==> config.mk <==
export PLATFORM = sky130hd
export DESIGN_NAME = obstacle_scheduler
export DESIGN_NICKNAME = d
export VERILOG_FILES = /design/src/rtl/obstacle_scheduler.sv
export SDC_FILE = /design/constraint.sdc
export NUM_CORES = 1
export LEC_CHECK = 0
export CAP_MARGIN = 20
export CELL_PAD_IN_SITES_DETAIL_PLACEMENT = 1
export CELL_PAD_IN_SITES_GLOBAL_PLACEMENT = 2
export CORE_ASPECT_RATIO = 1.5
export CORE_MARGIN = 2
export CORE_UTILIZATION = 37
export CTS_BUF_LIST = sky130_fd_sc_hd__clkbuf_8 sky130_fd_sc_hd__clkbuf_16
export CTS_CLUSTER_SIZE = 30
export DETAILED_ROUTE_END_ITERATION = 7
export PLACE_DENSITY = 0.92
export SLEW_MARGIN = 20
export SYNTH_ARGS = -nofsm -noshare
export SYNTH_HDL_FRONTEND = slang
export SYNTH_SLANG_ARGS = --single-unit
==> constraint.sdc <==
create_clock -name clk -period 8.51 [get_ports clk]
set_input_delay 1.702 -clock clk [delete_from_list [all_inputs] [get_ports clk]]
set_output_delay 1.702 -clock clk [all_outputs]
set_load 0.1 [all_outputs]
==> src/rtl/obstacle_scheduler.sv <==
// obstacle_scheduler: tick-driven obstacle scroll, spawn, retire and score engine for a side-scroller
module obstacle_scheduler #(
  parameter int TICK_DIV = 2000000,
  parameter int SPAWN_X = 1280,
  parameter int MIN_GAP = 300,
  parameter int PASS_PER_LEVEL = 12,
  parameter int MAX_SPEED = 8
) (
  input  logic        clk,
  input  logic        reset,
  input  logic        start_btn,
  input  logic        hit,
  output logic [43:0] obs_x,
  output logic [3:0]  obs_active,
  output logic [3:0]  speed,
  output logic        tick,
  output logic        game_over,
  output logic [15:0] score,
  output logic [1:0]  state
);
  localparam int CW = TICK_DIV > 1 ? $clog2(TICK_DIV) : 1;
  localparam logic [CW-1:0] CNT_TOP = CW'(TICK_DIV - 1);
  localparam logic [10:0] SX = 11'(SPAWN_X);
  localparam logic [10:0] GAP_MIN = 11'(MIN_GAP);
  localparam logic [4:0] LVL_STEP = 5'(PASS_PER_LEVEL);
  localparam logic [3:0] SPD_MAX = 4'(MAX_SPEED);
  typedef enum logic [1:0] {IDLE = 2'd0, RUN = 2'd1, OVER = 2'd2, BAD = 2'd3} st_t;
  st_t st, st_n;
  logic [CW-1:0] cnt, cnt_n;
  logic [10:0] gap, gap_n, t_gap;
  logic [3:0] level, level_n, t_level;
  logic [7:0] lfsr, lfsr_n, t_lfsr;
  logic prev;
  logic [43:0] x_n, mv_x, t_x;
  logic [3:0] act_n, mv_act, t_act, speed_n, t_speed;
  logic [15:0] score_n, t_score;
  logic [2:0] n;
  logic [11:0] gap_sum;
  logic [16:0] score_sum;
  logic [4:0] lvl_sum;
  logic start_edge, spawn, lvl_up;
  assign start_edge = start_btn & ~prev;
  assign tick = st == RUN && cnt == CNT_TOP;
  assign game_over = st == OVER;
  assign state = st;
  // Scroll active slots and retire those that reach the left edge this tick
  always_comb begin
    n = '0;
    mv_x = obs_x;
    mv_act = obs_active;
    for (int i = 0; i < 4; i++) begin
      if (obs_active[i] && obs_x[11*i +: 11] <= {7'd0, speed}) begin
        mv_act[i] = 1'b0;
        mv_x[11*i +: 11] = SX;
        n = n + 3'd1;
      end else if (obs_active[i]) begin
        mv_x[11*i +: 11] = obs_x[11*i +: 11] - {7'd0, speed};
      end
    end
  end
  // Spawn into the pseudo-random slot once enough distance has scrolled; a spawn overrides a same-tick retirement
  assign spawn = gap >= GAP_MIN && !mv_act[lfsr[1:0]];
  assign t_act = mv_act | ({3'd0, spawn} << lfsr[1:0]);
  always_comb begin
    t_x = mv_x;
    if (spawn) t_x[11*lfsr[1:0] +: 11] = SX;
  end
  assign gap_sum = {1'b0, gap} + {8'd0, speed};
  assign t_gap = spawn ? 11'd0 : gap_sum[11] ? 11'h7FF : gap_sum[10:0];
  assign score_sum = {1'b0, score} + {14'd0, n};
  assign t_score = score_sum[16] ? 16'hFFFF : score_sum[15:0];
  assign lvl_sum = {1'b0, level} + {2'd0, n};
  assign lvl_up = lvl_sum >= LVL_STEP;
  assign t_level = lvl_up ? 4'(lvl_sum - LVL_STEP) : lvl_sum[3:0];
  assign t_speed = lvl_up && speed < SPD_MAX ? speed + 4'd1 : speed;
  assign t_lfsr = {lfsr[6:0], lfsr[7] ^ lfsr[5] ^ lfsr[4] ^ lfsr[3]};
  // Game FSM: start edge (re)initialises into RUN, hit ends the game, ticks commit the scroll results
  always_comb begin
    st_n = st;
    cnt_n = cnt;
    x_n = obs_x;
    act_n = obs_active;
    speed_n = speed;
    score_n = score;
    gap_n = gap;
    level_n = level;
    lfsr_n = lfsr;
    if (st == BAD) begin
      st_n = IDLE;
    end else if (st != RUN && start_edge) begin
      st_n = RUN;
      cnt_n = '0;
      x_n = {4{SX}};
      act_n = '0;
      speed_n = 4'd1;
      score_n = '0;
      gap_n = '0;
      level_n = '0;
      lfsr_n = 8'hB5;
    end else if (st == RUN && hit) begin
      st_n = OVER;
    end else if (tick) begin
      cnt_n = '0;
      x_n = t_x;
      act_n = t_act;
      speed_n = t_speed;
      score_n = t_score;
      gap_n = t_gap;
      level_n = t_level;
      lfsr_n = t_lfsr;
    end else if (st == RUN) begin
      cnt_n = cnt + 1'b1;
    end
  end
  // State registers; prev starts high so a button held through reset does not start a game
  always_ff @(posedge clk) begin
    if (reset) begin
      st <= IDLE;
      cnt <= '0;
      obs_x <= {4{SX}};
      obs_active <= '0;
      speed <= 4'd1;
      score <= '0;
      gap <= '0;
      level <= '0;
      lfsr <= 8'hB5;
      prev <= 1'b1;
    end else begin
      st <= st_n;
      cnt <= cnt_n;
      obs_x <= x_n;
      obs_active <= act_n;
      speed <= speed_n;
      score <= score_n;
      gap <= gap_n;
      level <= level_n;
      lfsr <= lfsr_n;
      prev <= start_btn;
    end
  end
endmodule
# Word level (Yosys, flattened, before mapping)
# Index checks and enable logic that the tools add are counted.
[op_classes]
add_sub_neg = 14
multipliers = 1
mux = 52
n_lt_le_gt_ge = 8
reduce_logical = 19
n_bitwise = 7
shift = 3
eq_ne = 6
[op_table]
columns = ["op", "n"]
rows = [
  ["$mux W44", 4],
  ["$mux W11", 13],
  ["$mux W21", 4],
  ["$mux W16", 4],
  ["$bwmux W44", 1],
  ["$le A11 B4 Y1", 4],
  ["$mux W4", 11],
  ["$shift A11 B34 Y44 const A", 1],
  ["$shiftx A11 B34 Y44 const A", 1],
  ["$sub A11 B4 Y11", 4],
  ["$neg A6 Y34", 1],
  ["$mux W8", 3],
  ["$add A21 B1 Y21 const B", 1],
  ["$eq A21 B21 Y1 const B", 1],
  ["$add A16 B3 Y17", 1],
  ["$add A11 B4 Y12", 1],
  ["$ge A11 B9 Y1 const B", 1],
  ["$add A3 B1 Y3 const B", 3],
  ["$logic_and A1 B1 Y1", 9],
  ["$mux W3", 3],
  ["$mux W1", 8],
  ["$mul A4 B2 Y6 const A", 1],
  ["$reduce_and A3 Y1", 2],
  ["$reduce_bool A2 Y1", 3],
  ["21 further kinds", 25],
]
[totals]
regBits = 115

# Depth between registers and ports, before layout
[depth]
ltp_word = 16
ltp_mapped = 24
mapped_depth_nobuf = 24

# Worst setup path after synthesis
# OpenSTA, ideal clock, no wires.
[synth_path]
path_type = "reg-to-reg"
start = "reg speed[1]"
end = "reg speed[2]"
t_arrival_ns = 5.813
stages_incl_launch_ff = 23
setup_slack_ns = 2.566
setup_ns = 0.130
synth_period_minus_slack_ns = 5.944
cell_sequence = "dfxtp_1 > inv_1 > ha_1 > and3b_1 > nor3_1 > o211ai_1 > or2_2 > ha_1 > xnor2_1 > ha_1 > mux2_2 > ha_1 > a21o_1 > a21oi_1 > xnor2_1 > ha_1 > inv_1 > o32a_1 > o221ai_1 > o211ai_1 > nor2_1 > xnor2_1 > nor2_1"
[synth_between]
elab_chain_len = 14
elab_cells_between_ends = 26
[synth_rtl]
columns = ["element", "line", "text"]
rows = [
  ["start: declaration", "15", "output logic [3:0] speed,"],
  ["start signal: assignment", "133", "speed <= speed_n;"],
  ["$le A11 B4 Y1", "52", "if (obs_active[i] && obs_x[11*i +: 11] <= {7'd0, speed}) begin"],
  ["$logic_and A1 B1 Y1", "52", ""],
  ["$mux W1", "52", ""],
  ["$add A3 B1 Y3", "55", "n = n + 3'd1;"],
  ["$mux W3", "52", ""],
  ["$add A3 B1 Y3", "55", ""],
  ["$mux W3", "52", ""],
  ["$add A3 B1 Y3", "55", ""],
  ["$mux W3", "52", ""],
  ["$add A4 B3 Y5", "72", "assign lvl_sum = {1'b0, level} + {2'd0, n};"],
  ["$ge A5 B4 Y1", "73", "assign lvl_up = lvl_sum >= LVL_STEP;"],
  ["$logic_and A1 B1 Y1", "75", "assign t_speed = lvl_up && speed < SPD_MAX ? speed + 4'd1 : speed;"],
  ["$reduce_bool A2 Y1 (no source line)", "n/a", ""],
  ["$reduce_and A4 Y1 (no source line)", "n/a", ""],
]
# Several ways; a longest one is shown, not always the timed one. The select of a mux whose other input is x is not followed.
# A chain may end at the register's enable or synchronous reset.

# Worst setup path in the final report
[layout_path]
start = "reg speed[2]"
end = "reg speed[2]"
# The elaborated chain is that of the path after synthesis.

==> impl_results.md <==
- Outcome: completed
- GRT Total Usage: 22.5%
- CP Capture Type: flop
- Min Tclk post-route: 5.77 ns
- Share of cells above drive strength 1: 7.93%
- Mapped Cells: between 800 and 900
- Hold WS: about 0.48 ns
- Netlist cell types: 84
- Via density: between 5 and 6
- Power Total: 1.34 mW
- Netlist Area Pre-Place: 0.00672 sq mm
- Synth top area share: about 34%
- Post-synthesis average cell area: between 8 and 9 sq um
- Setup ws final: 2.74 ns
- Clk root buf: clkbuf_16
- Worst Path Required: 8.78 ns
- CTS H-tree lvls: 4
- Starting DRC count in detailed routing: approximately 300
- Syn Nets: 850
- Per-cell routed wire length: 18.7 um
- Ranking of synthesized cells by instance count: dfxtp_1, nor2_1, o21ai_0
- Core footprint: 0.0179 sq mm
- CP startpoint: speed[2]$_SDFFE_PP0P_
- CTS tree: done
- Rel. slew slack: 29.5%
- Top Ports: 76
- Peak supply drop: 0.108 mV
- Cell taking the most area after synthesis: dfxtp_1
- Pwr Density: 161 mW/mm^2
- Post-Layout Cell Count: 1112
- RD Place Congestion: roughly 0.85
- RSZ-0062 raised after global routing: no
- MaxCap Viol Count: 0
- Worst-path clk slew: 0.06 ns
- Antenna violations before repair: 0
- First-pass GRT wire length: 34700 um
- DP HPWL: 14700 um
- Worst r2r dst: speed[2]$_SDFFE_PP0P_
- Startpoint types: flop
- Final number of hold-violating endpoints: 0
- Max FO, Critical Path: 5
- Max-slew violations: 0
- Rows: 60
- Input/output buffers: 75
- Synth Flop Type: dfxtp_1
- Maximum root-to-sink buffer count: 2
- Leakage power: 3.10 nW
- Post-CTS sizing: 0
- Die area: 0.0193 sq mm
- Die Y: 169 um
- Via count: 6428
- Routed Antenna Nets: 0
- Post-synthesis register bit count: 115
- DRC viols: 0
- Skew-Pair Late Insertion Delay: 0.42 ns
- Die Wd: ~110 um
- Post-route setup TNS: 0 ns
- Post-synth ARST share: 0%
- Crit Path Category: reg -> reg
- Routed wire length: 20800 um
- Worst R2R Setup Slack: 2.74 ns
- Sink Count: 115
- Post-synth EDFFs: 0
- Nets: 926
- FMAX: roughly 0.17 GHz
- Area Growth Syn to Fin: 23.6%
- Synth warn: 0
- Final setup violation count: 0
- Clock skew: 0.0137 ns
- Cells after DPL: 1080
- Crit share post-route: about two thirds
- Detailed Routing Iterations Pass 1: 4
- Dpl ws: 2.84 ns
- Slew @ Worst Pin: 1.05 ns
- Number of antenna diodes: 0
- Worst R2R Start: speed[2]$_SDFFE_PP0P_
- Post-CTS Setup Inserts: 0
- Post-route cell area: 0.00831 sq mm
- Final Util: 46.5%
- Most numerous cell in the Yosys netlist: dfxtp_1
- Post-synthesis sequential area ratio: 34.3%
- Largest net degree at the start of global routing: 55
- Grt ovf: 0
- Vias in the first global route: 6811
- CTS Buf Count: 17
- Hold-fix buffer count after cts: 0
- Setup crit end: speed[2]$_SDFFE_PP0P_
- Worst Path Arrival: approximately 6.0 ns
- Reg2Reg Depth: 22
- HP Class: reg -> reg
- Synth area leaders: dfxtp_1, ha_1, nor2_1
- Starting density of the core: 37.6%
- Cell Area, Placed: 0.00769 sq mm
## critical path, stage by stage (launching register included)
cell and delay (ns):
dfxtp_1 0.41, inv_1 0.18, ha_1 0.38, and3b_1 0.22, nor3_1 0.18, o211ai_1 0.18, or2_2 0.38, ha_1 0.34
xnor2_1 0.28, ha_1 0.29, mux2_2 0.32, ha_1 0.29, a21o_1 0.18, a21oi_1 0.28, xnor2_1 0.19, ha_1 0.18
inv_1 0.05, o32a_1 0.35, o221ai_1 0.29, o211ai_1 0.20, nor2_1 0.23, xnor2_1 0.15, nor2_1 0.06
## report_power, final
group	switching (mW)	total (mW)	internal (mW)
clock network	0.278	0.750	0.472
registers	0.00189	0.542	0.540
logic	0.0343	0.0450	0.0107
## how the worst min path moves through the flow
stage / end / from / depth (start not counted) / slack (ns)
4_1_cts: cnt[6]$_SDFFE_PP0P_ / cnt[6]$_SDFFE_PP0P_ / 2 / 0.48
3_5_place_dp: cnt[6]$_SDFFE_PP0P_ / cnt[6]$_SDFFE_PP0P_ / 2 / 0.47
2_1_floorplan: cnt[6]$_SDFFE_PP0P_ / cnt[6]$_SDFFE_PP0P_ / 2 / 0.43
6_report: cnt[6]$_SDFFE_PP0P_ / cnt[6]$_SDFFE_PP0P_ / 2 / 0.48
5_1_grt: obs_x[22]$_SDFFE_PP0P_ / obs_x[22]$_SDFFE_PP0P_ / 1 / 0.50
3_3_place_gp: cnt[6]$_SDFFE_PP0P_ / cnt[6]$_SDFFE_PP0P_ / 2 / 0.44
## routing by layer
metal | routed length (um) | GRT usage, %
met1 | 8780 | 25.6
met2 | 10900 | 41.4
met3 | 609 | 3.58
met4 | 506 | 8.64
met5 | 0 | 0
## state kept, by name, summed over array words and instances, names as in the netlist
name and count:
speed 4, level 4, lfsr 8, obs_active 4, score 16, gap 11, cnt 21, prev 1
state 2, obs_x 44
## layout make-up
cell class	instances	area (sq um)
inverter	41	154
clock buffer	18	439
multi-input combinational	625	4160
fill	2141	9560
tap	217	272
clock inverter	14	180
timing repair buffer	82	798
sequential	115	2300
## placed cells by master (no fill, tap or decap), types with 8 or more instances in the layout
| cell type | count |
|---|---|
| a21o_1 | 14 |
| a21oi_1 | 51 |
| and3_1 | 8 |
| clkbuf_16 | 17 |
| clkdlybuf4s50_1 | 74 |
| dfxtp_1 | 115 |
| ha_1 | 33 |
| inv_1 | 41 |
| nand2_1 | 51 |
| nand3_1 | 32 |
| nand4_1 | 20 |
| nor2_1 | 89 |
| nor2b_1 | 13 |
| nor3_1 | 25 |
| o21ai_0 | 55 |
| o22ai_1 | 10 |
| o2bb2ai_1 | 14 |
| o31ai_1 | 12 |
| or3_1 | 12 |
| xnor2_1 | 16 |
| xor2_1 | 17 |
## kinds of logic (layout without fill, tap and decap cells)
group                    Yosys count  after routing  synth area share (%)
buffers and inverters             66            155                  3.95
AO/OA/AOI/OAI                    227            227                  22.7
flip-flops                       115            115                  34.3
XOR/XNOR                          33             33                  4.30
AND/OR/NAND/NOR                  319            319                  25.6
adder cells (fa/ha/maj)           40             40                  8.23
multiplexers                       6              6                 0.931
(Power assumes the default switching activity.)
